<file path="config.mk">
export PLATFORM = sky130hd
export DESIGN_NAME = io_outputs_drv
export DESIGN_NICKNAME = d
export VERILOG_FILES = /design/src/rtl/io_outputs_pkg.sv /design/src/rtl/io_readback_chk.sv /design/src/rtl/io_outputs_drv.sv
export SDC_FILE = /design/constraint.sdc
export NUM_CORES = 1
export LEC_CHECK = 0
export CORE_ASPECT_RATIO = 1.25
export CORE_MARGIN = 4
export CORE_UTILIZATION = 46
export CTS_CLUSTER_SIZE = 40
export DETAILED_ROUTE_END_ITERATION = 7
export GPL_ROUTABILITY_DRIVEN = 0
export PLACE_DENSITY = 0.79
export SYNTH_ARGS = -nofsm -noshare
export SYNTH_HDL_FRONTEND = slang
export SYNTH_SLANG_ARGS = --single-unit
</file>
<file path="constraint.sdc">
create_clock -name clk -period 5.52 [get_ports clk]
set_clock_uncertainty 0.15 [all_clocks]
set_input_delay 1.104 -clock clk [delete_from_list [all_inputs] [get_ports clk]]
set_output_delay 1.104 -clock clk [all_outputs]
set_load 0.03 [all_outputs]
</file>
<file path="src/rtl/io_outputs_pkg.sv">
// Shared types and defaults for the 9-pad LVCMOS33 output driver bank.
package io_outputs_pkg;

  typedef enum logic [1:0] {
    ST_OFF    = 2'd0,
    ST_ARM    = 2'd1,
    ST_RUN    = 2'd2,
    ST_DISARM = 2'd3
  } state_e;

  localparam int         DEF_WIDTH      = 9;
  localparam logic [8:0] DEF_SAFE_VALUE = 9'h000;

  function automatic int max3(input int a, input int b, input int c);
    int m;
    m = a;
    if (b > m) begin
      m = b;
    end else begin
      m = m;
    end
    if (c > m) begin
      m = c;
    end else begin
      m = m;
    end
    return m;
  endfunction

endpackage

</file>
<file path="src/rtl/io_readback_chk.sv">
// Readback supervision: synchronises pad readback, waits for the pads to settle after
// any drive change, then latches sticky per-bit mismatches.
module io_readback_chk import io_outputs_pkg::*; #(
  parameter int WIDTH  = DEF_WIDTH,
  parameter int SETTLE = 3,
  parameter int CW     = 4
) (
  input  logic             clk,
  input  logic             rst_n,
  input  logic [WIDTH-1:0] pad_out,
  input  logic             pad_oe,
  input  logic [WIDTH-1:0] pad_out_nxt,
  input  logic             pad_oe_nxt,
  input  logic [WIDTH-1:0] readback,
  input  logic             fault_clr,
  output logic [WIDTH-1:0] fault
);

  localparam logic [CW-1:0] SETTLE_LOAD = CW'(SETTLE);

  logic [WIDTH-1:0] rb_meta_r;
  logic [WIDTH-1:0] rb_sync_r;
  logic [CW-1:0]    settle_r;
  logic [WIDTH-1:0] fault_r;
  logic             change_s;
  logic [WIDTH-1:0] mism_s;

  // The reload happens on the edge that changes the drive, so the count covers the synchroniser delay.
  always_comb begin
    change_s = 1'b0;
    mism_s   = '0;
    change_s = (pad_out_nxt != pad_out) || (pad_oe_nxt != pad_oe);
    if ((settle_r == '0) && pad_oe) begin
      mism_s = rb_sync_r ^ pad_out;
    end else begin
      mism_s = '0;
    end
  end

  // Synchroniser, settle counter and sticky fault register; a fresh mismatch beats a clear.
  always_ff @(posedge clk) begin
    if (!rst_n) begin
      rb_meta_r <= '0;
      rb_sync_r <= '0;
      settle_r  <= SETTLE_LOAD;
      fault_r   <= '0;
    end else begin
      rb_meta_r <= readback;
      rb_sync_r <= rb_meta_r;
      if (change_s) begin
        settle_r <= SETTLE_LOAD;
      end else if (settle_r != '0) begin
        settle_r <= settle_r - CW'(1);
      end else begin
        settle_r <= settle_r;
      end
      fault_r <= (fault_clr ? '0 : fault_r) | mism_s;
    end
  end

  assign fault = fault_r;

endmodule

</file>
<file path="src/rtl/io_outputs_drv.sv">
// Output pad driver: arm/disarm OE sequencing, registered write path with one-shot
// pulse bits, write handshake, and readback fault supervision.
module io_outputs_drv import io_outputs_pkg::*; #(
  parameter int               WIDTH       = DEF_WIDTH,
  parameter logic [WIDTH-1:0] SAFE_VALUE  = WIDTH'(DEF_SAFE_VALUE),
  parameter int               OE_DELAY    = 4,
  parameter int               PULSE_WIDTH = 8,
  parameter int               SETTLE      = 3
) (
  input  logic             clk,
  input  logic             rst_n,
  input  logic             enable,
  input  logic [WIDTH-1:0] wr_data,
  input  logic             wr_req,
  output logic             wr_ack,
  output logic             wr_rej,
  input  logic [WIDTH-1:0] pulse_mask,
  output logic [WIDTH-1:0] pad_out,
  output logic [WIDTH-1:0] pad_oe,
  input  logic [WIDTH-1:0] readback,
  output logic [WIDTH-1:0] fault,
  input  logic             fault_clr,
  output logic             busy
);

  localparam int            CW      = $clog2(max3(OE_DELAY, PULSE_WIDTH, SETTLE) + 1);
  localparam logic [CW-1:0] OE_LOAD = CW'(OE_DELAY - 1);
  localparam logic [CW-1:0] PW_LOAD = CW'(PULSE_WIDTH - 1);

  state_e           state_r, state_nxt_s;
  logic [CW-1:0]    cnt_r, cnt_nxt_s;
  logic [CW-1:0]    pcnt_r, pcnt_nxt_s;
  logic             pulse_act_r, pulse_act_nxt_s;
  logic [WIDTH-1:0] pmask_r, pmask_nxt_s;
  logic [WIDTH-1:0] pad_out_r, pad_out_nxt_s;
  logic [WIDTH-1:0] pad_oe_r, pad_oe_nxt_s;
  logic             ack_r, ack_nxt_s;
  logic             rej_r, rej_nxt_s;
  logic             busy_r, busy_nxt_s;

  // Next-state, datapath and handshake decode; every output is registered from these values.
  always_comb begin
    state_nxt_s     = state_r;
    cnt_nxt_s       = cnt_r;
    pcnt_nxt_s      = pcnt_r;
    pulse_act_nxt_s = pulse_act_r;
    pmask_nxt_s     = pmask_r;
    pad_out_nxt_s   = pad_out_r;
    ack_nxt_s       = 1'b0;
    rej_nxt_s       = 1'b0;
    case (state_r)
      ST_OFF: begin
        pad_out_nxt_s   = SAFE_VALUE;
        pulse_act_nxt_s = 1'b0;
        rej_nxt_s       = wr_req;
        if (enable) begin
          state_nxt_s = ST_ARM;
          cnt_nxt_s   = OE_LOAD;
        end else begin
          state_nxt_s = ST_OFF;
        end
      end
      ST_ARM: begin
        pad_out_nxt_s = SAFE_VALUE;
        rej_nxt_s     = wr_req;
        if (!enable) begin
          state_nxt_s = ST_OFF;
        end else if (cnt_r == '0) begin
          state_nxt_s = ST_RUN;
        end else begin
          cnt_nxt_s = cnt_r - CW'(1);
        end
      end
      ST_RUN: begin
        if (!enable) begin
          // Disarm aborts any pulse; a request seen here is refused once in DISARM.
          state_nxt_s     = ST_DISARM;
          cnt_nxt_s       = OE_LOAD;
          pad_out_nxt_s   = SAFE_VALUE;
          pulse_act_nxt_s = 1'b0;
          pmask_nxt_s     = '0;
        end else if (pulse_act_r) begin
          if (pcnt_r == '0) begin
            pulse_act_nxt_s = 1'b0;
            pad_out_nxt_s   = (pad_out_r & ~pmask_r) | (SAFE_VALUE & pmask_r);
          end else begin
            pcnt_nxt_s = pcnt_r - CW'(1);
          end
        end else if (wr_req && !busy_r) begin
          pad_out_nxt_s = wr_data;
          ack_nxt_s     = 1'b1;
          if (pulse_mask != '0) begin
            pulse_act_nxt_s = 1'b1;
            pmask_nxt_s     = pulse_mask;
            pcnt_nxt_s      = PW_LOAD;
          end else begin
            pmask_nxt_s = '0;
          end
        end else begin
          pad_out_nxt_s = pad_out_r;
        end
      end
      ST_DISARM: begin
        pad_out_nxt_s = SAFE_VALUE;
        rej_nxt_s     = wr_req;
        if (cnt_r == '0) begin
          state_nxt_s = ST_OFF;
        end else begin
          cnt_nxt_s = cnt_r - CW'(1);
        end
      end
      default: begin
        state_nxt_s     = ST_OFF;
        pad_out_nxt_s   = SAFE_VALUE;
        pulse_act_nxt_s = 1'b0;
      end
    endcase
    pad_oe_nxt_s = ((state_nxt_s == ST_RUN) || (state_nxt_s == ST_DISARM)) ? '1 : '0;
    busy_nxt_s   = (state_nxt_s != ST_RUN) || pulse_act_nxt_s;
  end

  // State and output registers with synchronous active-low reset.
  always_ff @(posedge clk) begin
    if (!rst_n) begin
      state_r     <= ST_OFF;
      cnt_r       <= '0;
      pcnt_r      <= '0;
      pulse_act_r <= 1'b0;
      pmask_r     <= '0;
      pad_out_r   <= SAFE_VALUE;
      pad_oe_r    <= '0;
      ack_r       <= 1'b0;
      rej_r       <= 1'b0;
      busy_r      <= 1'b1;
    end else begin
      state_r     <= state_nxt_s;
      cnt_r       <= cnt_nxt_s;
      pcnt_r      <= pcnt_nxt_s;
      pulse_act_r <= pulse_act_nxt_s;
      pmask_r     <= pmask_nxt_s;
      pad_out_r   <= pad_out_nxt_s;
      pad_oe_r    <= pad_oe_nxt_s;
      ack_r       <= ack_nxt_s;
      rej_r       <= rej_nxt_s;
      busy_r      <= busy_nxt_s;
    end
  end

  io_readback_chk #(
    .WIDTH  (WIDTH),
    .SETTLE (SETTLE),
    .CW     (CW)
  ) u_chk (
    .clk         (clk),
    .rst_n       (rst_n),
    .pad_out     (pad_out_r),
    .pad_oe      (pad_oe_r[0]),
    .pad_out_nxt (pad_out_nxt_s),
    .pad_oe_nxt  (pad_oe_nxt_s[0]),
    .readback    (readback),
    .fault_clr   (fault_clr),
    .fault       (fault)
  );

  assign pad_out = pad_out_r;
  assign pad_oe  = pad_oe_r;
  assign wr_ack  = ack_r;
  assign wr_rej  = rej_r;
  assign busy    = busy_r;

endmodule
</file>
==> results.cfg <==
[run_status]
outcome = finished, final reports clean

[global_route]
globalRouteOverflowTotal = 0
grt_first_pass_wirelength_um = 10500
antenna_found_initial = 0
grt_max_degree = 24
track_usage = 0.186
via_count_of_the_first_global_routing_pass = 2176

[synthesis]
ys_seq_area_frac = 0.469
synth_flop_cell = dfxtp_1
number_of_synthesized_flops_with_an_enable_pin = 0
synth_async_sr_flop_share = 0
synth_warnings = 0
post_synth_inst_count = 300
synth_adder_area_share = 0.0233
postSynthRegisterBits = 63
share_of_the_synthesized_netlist_area_taken_by_xor_and_xnor_gates = 0.0391
mux_share_of_post_synthesis_cell_area = 0.00791
syn_nets = 337
synth_compound_area_frac = 0.164
synth_simple_gate_area_frac = 0.225
yosys.cell_types.count = 49
synth_top_family_by_area = simple AND/OR/NAND/NOR gates
syn_area_per_cell_um2 = 8.96
synth_area_mm2 = 0.00269

[run]
max_cap_check_violation_count = 0

[sta]
post-route-min-period_ns = 3.22
timing.fmax_mhz = 311
report.final.slew_viol_count = 0
setup_viol = 0
layout_worst_path_cycle_share = 0.583
finalHoldViolations = 0
setup_total_negative_slack_ns = 0
maxSlewHeadroom = 0.490
setup_repair_after_global_routing_missed_its_margin = no
worstMarginPinSlew_ns = 0.755

[layout]
drive_above_1_share = 0.0559
antenna_cells = 0
design_area_mm2 = 0.00346
num-nets-final = 390
flow.area_growth_from_synthesis_pct = 28.7

[setup_path]
cp.arrival_ns = 3.29
critical-path-slowest-cell = clkdlybuf4s50_1
critical_path.max_stage_delay_ns = 0.57
worstSetupStartpointType = input pin
required_ns = 5.59
crit_path_cell_trace = clkdlybuf4s50_1, and3b_1, a21oi_1, a211o_1, or4_4, or3_1
crit_path_end_kind = flop
path_class = in2reg
worst_case_register_to_register_setup_slack_ns = 2.93
crit_path_max_fanout = 8

[placement]
port-buffer-count = 61
detailed_place_hpwl_um = 4630
placed_cell_area_mm2 = 0.00327

[floorplan]
design.die.area_mm2 = 0.00714
floorplan.die.width_um = 76.4
placement_rows = 30
core-area_mm2 = 0.00556
num_io_pins = 62
initial_utilization = 0.484
die_h_um = 93.5

[route]
drc_errors = 0
post_drt_wl_per_cell_um = 15.2
drt.antenna.violating_nets = 0
initialDrtViolationCount = 137
drt_total_wl_um = 6410
via_count = 2338
detail_route.first_pass.iterations = 4
drt-vias-per-instance = 5.54

[clock_network]
htree_levels = 3
clockBufferDepth = 2
cts_made_buffers = 9
postCtsResizedCells = 0
clk_transition_reported_paths_ns = 0.06
cts_sinks = 63
post_cts_buffers = 0
cts_hold_buffers = 0
root_buffer = clkbuf_8
cts_tree = done
clk-insertion-delay-late_ns = 0.34

[pwr]
p_per_area_mw_per_mm2 = 278
leakagePower_nw = 1.27
vdd_ir_drop_max_mv = 0.169

[worst_hold_path]
min_path_type = reg2reg
==> cell type report <==
class                   count  area (µm²)
well taps                  64        80.1
inverters                  17        77.6
multi-input cells         200        1230
repair buffers             62         618
clock inverters             6        61.3
fillers                   497        2090
clock buffers              10         128
flip-flops and latches     63        1260
==> registers in the layout, indices dropped and copies added (netlist names), 4 cells and up <==
signal,flops
pad_out,9
u_chk.fault,9
cnt_r,4
u_chk.rb_meta_r,9
pcnt_r,4
u_chk.rb_sync_r,9
u_chk.settle_r,4
pmask_r,9
==> synth_stat cells (all sizes together), types with 5 or more instances <==
cell type / number / area [µm²]
inv: 15 / 56.3
nor2: 48 / 180
nand2: 13 / 48.8
clkbuf: 8 / 30.0
nor3: 8 / 40.0
o21ai: 6 / 30.0
a22o: 8 / 70.1
a21oi: 18 / 90.1
ha: 5 / 62.6
a2111oi: 7 / 61.3
dfxtp: 63 / 1260
and2: 18 / 113
buf: 12 / 85.1
xnor2: 12 / 105
==> layout by cell type, fill, tap and decap left out, drive strengths merged, types with 2 or more instances in the layout <==
cell type,n
a2111oi,7
a211o,2
a211oi,2
a21oi,18
a221oi,3
a222oi,3
a22o,8
a22oi,2
a31oi,3
and2,18
and3,2
bufinv,2
clkbuf,10
clkdlybuf4s50,61
clkinv,5
dfxtp,63
ha,5
inv,15
nand2,13
nand2b,4
nand3,4
nand3b,2
nor2,48
nor2b,4
nor3,8
nor4,4
o21a,2
o21ai,6
or3,4
xnor2,12
==> critical path, delay by kind of cell <==
family / cells / cell delay [ns]
AOI/OAI and AO/OA: 2 / 0.35
buffers and inverters: 1 / 0.57
and+or+nand+nor: 3 / 1.27
==> power breakdown <==
group	internal [mW]	switching (mW)	total (mW)
sequential	0.470	0.0108	0.481
clock	0.207	0.172	0.379
combinational	0.0528	0.0482	0.101
==> cells by family (layout without fill, tap and decap cells) <==
kind of cell / count (synthesis) / in the layout
xor gates and xnor gates: 12 / 12
AOI/OAI and AO/OA: 62 / 62
muxes: 2 / 2
buffers and inverters: 37 / 95
and+or+nand+nor: 119 / 119
DFF: 63 / 63
adders and majority gates: 5 / 5
==> final timing paths <==
check                           depth (start not counted)                     startpoint                             end
worst max-delay path                                    6                         enable  u_chk.settle_r[1]$_SDFFE_PP1P_
worst min-delay path                                    1  u_chk.rb_meta_r[8]$_SDFF_PN0_   u_chk.rb_sync_r[8]$_SDFF_PN0_
worst max register to register                          6         pcnt_r[0]$_SDFFE_PN0P_  u_chk.settle_r[1]$_SDFFE_PP1P_
worst min register to register                          1  u_chk.rb_meta_r[8]$_SDFF_PN0_   u_chk.rb_sync_r[8]$_SDFF_PN0_
==> per-layer routing <==
layer / part of all wire / GRT usage
met3: 0.057 / 0.0424
met1: 0.41 / 0.217
met2: 0.49 / 0.315
met5: 0 / 0
met4: 0.038 / 0.103
==> per-stage QoR <==
| step | utilization | setup slack [ns] | hold slack [ns] | instances | power, mW |
|---|---|---|---|---|---|
| floorplan | - | 2.69 | 0.262 | 300 | 0.550 |
| global placement | 0.589 | 2.04 | 0.265 | 406 | 0.587 |
| CTS | 0.623 | 2.32 | 0.285 | 422 | 0.967 |
| global route | 0.623 | 2.23 | 0.305 | 422 | 0.997 |
| detailed placement | 0.589 | 1.97 | 0.269 | 406 | 0.591 |
| finish | 0.623 | 2.30 | 0.284 | 422 | 0.961 |
Power figures use the tool's default switching activity.
